`src/rtl/mic1_sequencer.sv`:
```
// MIC-1 microprogram sequencer: FETCH/EXEC/WAIT_MEM/HALT control with JAM next-address logic.
// Optional illegal-ALU-code trap is enabled by defining MIC1_ILLEGAL_ALU_TRAP_EN.
module mic1_sequencer #(
  parameter logic [8:0]  START_ADDR  = 9'h000,
  parameter logic [8:0]  HALT_ADDR   = 9'h1FF,
  parameter int unsigned MEM_TIMEOUT = 16
) (
  input  logic        clock,
  input  logic        reset,
  output logic [8:0]  cs_addr,
  output logic        cs_en,
  input  logic [35:0] cs_data,
  input  logic        N,
  input  logic        Z,
  input  logic [7:0]  mbr,
  output logic [5:0]  ula_select,
  output logic [1:0]  shift,
  output logic [8:0]  c_enable,
  output logic [3:0]  b_select,
  output logic        mem_read,
  output logic        mem_write,
  output logic        mem_fetch,
  input  logic        mem_ready,
  output logic        n_flag,
  output logic        z_flag,
  output logic        halted,
  output logic        timeout,
  output logic        illegal
);

  typedef enum logic [1:0] {S_FETCH, S_EXEC, S_WAIT, S_HALT} state_t;

  localparam logic [7:0] TMO      = 8'(MEM_TIMEOUT);
  localparam logic [5:0] ULA_ZERO = 6'b010000;

  state_t      state_q, state_d;
  logic [8:0]  mpc_q, mpc_d;
  logic [35:0] mir_q, mir_d;
  logic [7:0]  cnt_q, cnt_d;
  logic        n_q, n_d, z_q, z_d;
  logic        tmo_q, tmo_d;
  logic        pend_q, pend_d;

  logic [8:0]  mir_na;
  logic [2:0]  mir_jam;
  logic [8:0]  nxt;
  logic        halt_cond;

  assign mir_na    = mir_q[35:27];
  assign mir_jam   = mir_q[26:24];
  assign halt_cond = (mir_na == HALT_ADDR) && (mir_jam == 3'b000);

  // Bit 8 is only ever OR-set; JMPC ORs the MBR byte into the low bits.
  always_comb begin
    nxt = mir_na;
    if ((mir_jam[1] & N) | (mir_jam[0] & Z)) nxt[8] = 1'b1;
    if (mir_jam[2]) nxt[7:0] = mir_na[7:0] | mbr;
  end

`ifdef MIC1_ILLEGAL_ALU_TRAP_EN
  logic ill_q, ill_d;

  function automatic logic alu_legal(input logic [5:0] code);
    case (code)
      6'b011000, 6'b010100, 6'b011010, 6'b101100,
      6'b111100, 6'b111101, 6'b111001, 6'b110101,
      6'b111111, 6'b110110, 6'b111011, 6'b001100,
      6'b011100, 6'b010000, 6'b110001, 6'b110010: alu_legal = 1'b1;
      default:                                     alu_legal = 1'b0;
    endcase
  endfunction
`endif

  always_comb begin
    state_d    = state_q;
    mpc_d      = mpc_q;
    mir_d      = mir_q;
    cnt_d      = cnt_q;
    n_d        = n_q;
    z_d        = z_q;
    tmo_d      = tmo_q;
    pend_d     = pend_q;
`ifdef MIC1_ILLEGAL_ALU_TRAP_EN
    ill_d      = ill_q;
`endif
    cs_en      = 1'b0;
    ula_select = ULA_ZERO;
    shift      = 2'b00;
    c_enable   = 9'h000;
    b_select   = 4'h0;
    mem_write  = 1'b0;
    mem_read   = 1'b0;
    mem_fetch  = 1'b0;
    case (state_q)
      S_FETCH: begin
        cs_en   = 1'b1;
        mir_d   = cs_data;
        state_d = S_EXEC;
      end
      S_EXEC: begin
        shift      = mir_q[23:22];
        ula_select = mir_q[21:16];
        c_enable   = mir_q[15:7];
        mem_write  = mir_q[6];
        mem_read   = mir_q[5];
        mem_fetch  = mir_q[4];
        b_select   = mir_q[3:0];
        n_d        = N;
        z_d        = Z;
        mpc_d      = nxt;
        cnt_d      = 8'd0;
        pend_d     = halt_cond;
        if (|mir_q[6:4])    state_d = S_WAIT;
        else if (halt_cond) state_d = S_HALT;
        else                state_d = S_FETCH;
`ifdef MIC1_ILLEGAL_ALU_TRAP_EN
        if (!alu_legal(mir_q[21:16])) begin
          c_enable  = 9'h000;
          mem_write = 1'b0;
          mem_read  = 1'b0;
          mem_fetch = 1'b0;
          ill_d     = 1'b1;
          state_d   = S_HALT;
        end
`endif
      end
      S_WAIT: begin
        if (mem_ready) begin
          state_d = pend_q ? S_HALT : S_FETCH;
        end else if ((cnt_q + 8'd1) == TMO) begin
          state_d = S_HALT;
          tmo_d   = 1'b1;
        end else begin
          cnt_d = cnt_q + 8'd1;
        end
      end
      default: ;
    endcase
  end

  always_ff @(posedge clock or posedge reset) begin
    if (reset) begin
      state_q <= S_FETCH;
      mpc_q   <= START_ADDR;
      mir_q   <= 36'h0;
      cnt_q   <= 8'd0;
      n_q     <= 1'b0;
      z_q     <= 1'b0;
      tmo_q   <= 1'b0;
      pend_q  <= 1'b0;
    end else begin
      state_q <= state_d;
      mpc_q   <= mpc_d;
      mir_q   <= mir_d;
      cnt_q   <= cnt_d;
      n_q     <= n_d;
      z_q     <= z_d;
      tmo_q   <= tmo_d;
      pend_q  <= pend_d;
    end
  end

`ifdef MIC1_ILLEGAL_ALU_TRAP_EN
  always_ff @(posedge clock or posedge reset) begin
    if (reset) ill_q <= 1'b0;
    else       ill_q <= ill_d;
  end
  assign illegal = ill_q;
`else
  assign illegal = 1'b0;
`endif

  assign cs_addr = mpc_q;
  assign n_flag  = n_q;
  assign z_flag  = z_q;
  assign timeout = tmo_q;
  assign halted  = (state_q == S_HALT);

endmodule

```
`config.mk`:
```
export PLATFORM = sky130hd
export DESIGN_NAME = mic1_sequencer
export DESIGN_NICKNAME = d
export VERILOG_FILES = /design/src/rtl/mic1_sequencer.sv
export SDC_FILE = /design/constraint.sdc
export NUM_CORES = 1
export LEC_CHECK = 0
export BUFFER_PORTS_ARGS = -buffer_cell sky130_fd_sc_hd__buf_2
export CAP_MARGIN = 0
export CORE_MARGIN = 2
export CORE_UTILIZATION = 43
export CTS_BUF_LIST = sky130_fd_sc_hd__clkbuf_8 sky130_fd_sc_hd__clkbuf_16
export CTS_CLUSTER_SIZE = 8
export DETAILED_ROUTE_END_ITERATION = 12
export PLACE_DENSITY = 0.69
export SETUP_SLACK_MARGIN = 0.02
export SLEW_MARGIN = 20
export SYNTH_ARGS = -nofsm -noshare
export SYNTH_HDL_FRONTEND = slang
export SYNTH_SLANG_ARGS = --single-unit
```
`constraint.sdc`:
```
create_clock -name clock -period 2.6 [get_ports clock]
set_input_delay 0.65 -clock clock [delete_from_list [all_inputs] [get_ports clock]]
set_output_delay 0.65 -clock clock [all_outputs]
set_load 0.01 [all_outputs]
```
==> results_dict.tcl <==
set metrics [dict create \
    setup_viol 0 \
    grt_max_degree 49 \
    period_share 0.875 \
    regToRegSetupSlack_ns 0.38 \
    detail_route.wl_per_cell_microns 14.1 \
    clk_path_buf_depth 2 \
    initial_core_util 0.439 \
    synth-edff-count 0 \
    power_density_mw_per_mm2 1170 \
    max_freq_ghz 0.440 \
    drt_iter0_markers 100 \
    drt-total-wl_mm 5.70 \
    vias 2071 \
    synth_most_common_cell "dfrtp_1" \
    synthSimpleGateAreaFrac 0.148 \
    first_pass_iters 4 \
    die_area_sq_mm 0.00707 \
    htreeDepth 3 \
    fp.coreArea_sq_mm 0.00628 \
    layout_min_cycle_time_ns 2.27 \
    tightest_slew_ns 0.784 \
    cts_root_buf "clkbuf_8" \
    hold_viol 0 \
    required_ns 1.95 \
    ys_top_cells_by_count "59 x dfrtp_1, 39 x mux2_2, 24 x and2_1" \
    synth-xor-area-share 0.0127 \
    cts_resized 0 \
    ir_drop_mv 0.616 \
    ys_seq_area_frac 0.535 \
    mappedNetlistArea_sq_mm 0.00276 \
    crit_arrival_ns 1.62 \
    postSynthCellCount 236 \
    fin_nets 380 \
    antenna_found_initial 0 \
    synth_cell_types 36 \
    dpl.hpwl_mm 4.08 \
    yosysTopAreaCellShare 0.535 \
    maxSlewViolCount 0 \
    dieWidth_microns 84.1 \
    yosys.area.top_type "dfrtp_1" \
    muxShareOfSynthArea 0.177 \
    cts_hold_repair.buffers 0 \
    tritoncts "built" \
    die_h_microns 84.1 \
    port_buffers 86 \
    yosys_register_bits 59 \
    cts_buffers 9 \
    path_max_fanout 11 \
    vias_per_cell 5.13 \
    grt_pass1_wl_mm 9.66 \
    syn-num-nets 292 \
    maxCapViolCount 0 \
    async_reset_ff_frac 1.00 \
    place_congestion 0.803 \
    drive_gt1_frac 0.450 \
    grt_use_total 0.173 \
    path_class "flop to output port" \
    n_antenna_cell 0 \
    synth_compound_area_frac 0.0626 \
    synth_ff_type "dfrtp_1" \
    finalSetupTns_ns 0 \
    crit_chain "inv_1 > ha_1 > buf_4 > and2_1 > buf_2" \
    io_pins 88 \
    instances_no_fill 404 \
    cts.clk_slew.worst_paths_ns 0.07 \
    antenna_left 0 \
    drc 0 \
    cts_sinks 59 \
    dp_cells 390 \
    grt_pass1_vias 2099 \
    rsz0062_at_grt "no" \
    critPathMaxStageDelay_ns 0.41 \
    synth_area_per_cell_sq_um 11.7 \
    max_slew_margin 0.475 \
    hold_path_class "input pin to async pin" \
    synth_top_family_by_area "multiplexers" \
    finalClockSkew_ns 0.00713 \
    ys_warn_count 0 \
    rows 29 \
    insertion_delay_ns 0.33 \
    syn2layout_area_growth_pct 25.7 \
    status "complete, no violations" \
    crit_path_start_kind "flop" \
    synthAdderAreaFrac 0.0318 \
    ys_top_cells_by_area "dfrtp_1 54%, mux2_2 16%, and2_1 5.4%" \
    leakage_uw 0.00170 \
    grt_overflow 0 \
    postCtsSetupBuffers 0 \
    worst_setup_path_end_kind "output port" \
    crit_slowest_cell "dfrtp_1" \
]
## per-layer routing
metal  GRT usage  routed length, microns  part of all wire
met1       0.213                    2510              0.44
met2       0.268                    2660              0.47
met3      0.0692                     413             0.072
met4      0.0792                     123             0.022
met5           0                       0                 0
## final cells by class
cell class,count,area (sq um)
Clock inverter,4,43.8
Fill cell,569,2810
Inverter,5,18.8
Clock buffer,10,138
Sequential cell,59,1480
Timing Repair Buffer,91,493
Tap cell,77,96.3
Multi-Input combinational cell,158,1200
## critical path: cells and delay by family, from the launching register on
family / cells / cell delay (ns)
adders and majority gates: 1 / 0.30
buffers and inverters: 3 / 0.45
DFF: 1 / 0.41
and+or+nand+nor: 1 / 0.13
## final timing paths
path / start / endpoint / cells past startpoint
worst min register to register: timeout / timeout / 1
worst max register to register: cnt_q[0] / cnt_q[4] / 7
worst max-delay path: state_q[1] / c_enable[8] / 5
max in group asynchronous: reset / cnt_q[0] / 3
min in group clock: timeout / timeout / 1
worst min-delay path: reset / mir_q[19] / 2
## kinds of logic after synthesis
| family | count (synthesis) |
|---|---|
| AND/OR/NAND/NOR | 73 |
| flip-flops | 59 |
| multiplexers | 44 |
| AO/OA/AOI/OAI | 29 |
| buffers and inverters | 19 |
| adder cells (fa/ha/maj) | 7 |
| XOR/XNOR | 4 |
| other | 1 |
## sequential cells by signal, indices dropped and copies added (netlist names)
| register | cells |
|---|---|
| mir_q | 36 |
| cs_addr | 9 |
| cnt_q | 8 |
| state_q | 2 |
| n_flag | 1 |
| pend_q | 1 |
| timeout | 1 |
| z_flag | 1 |
## per-stage QoR
step           hold WS, ns  setup WS (ns)  utilization  total power (uW)  cell area (sq um)
2_1_floorplan        0.472          0.494            -              2700               2760
3_3_place_gp         0.473          0.452        0.523              3250               3280
3_5_place_dp         0.464          0.369        0.523              3300               3280
4_1_cts              0.234          0.276        0.552              4110               3470
5_1_grt              0.259          0.134        0.552              4340               3470
6_report             0.247          0.326        0.552              4040               3470
## power by group
part / total [uW] / leakage (uW) / switching, uW / internal (uW)
logic: 1670 / 0.000895 / 788 / 886
registers: 1580 / 0.000702 / 258 / 1320
clock network: 789 / 0.0000992 / 338 / 451
total: 4040 / 0.00170 / 1380 / 2650
## placed cells by master (no fill, tap or decap), types with 3 or more instances in the layout
cell type,instances
a21oi_1,17
and2_1,24
and3_1,3
buf_2,86
buf_4,3
clkbuf_8,10
dfrtp_1,59
ha_1,6
inv_1,5
mux2_2,39
mux2i_1,5
nand2_1,8
nand2b_1,3
nand3_1,5
nand4_1,3
nor2_1,14
o21ai_0,4
xnor2_1,4
Note: power is estimated with default switching activity, not from simulation.
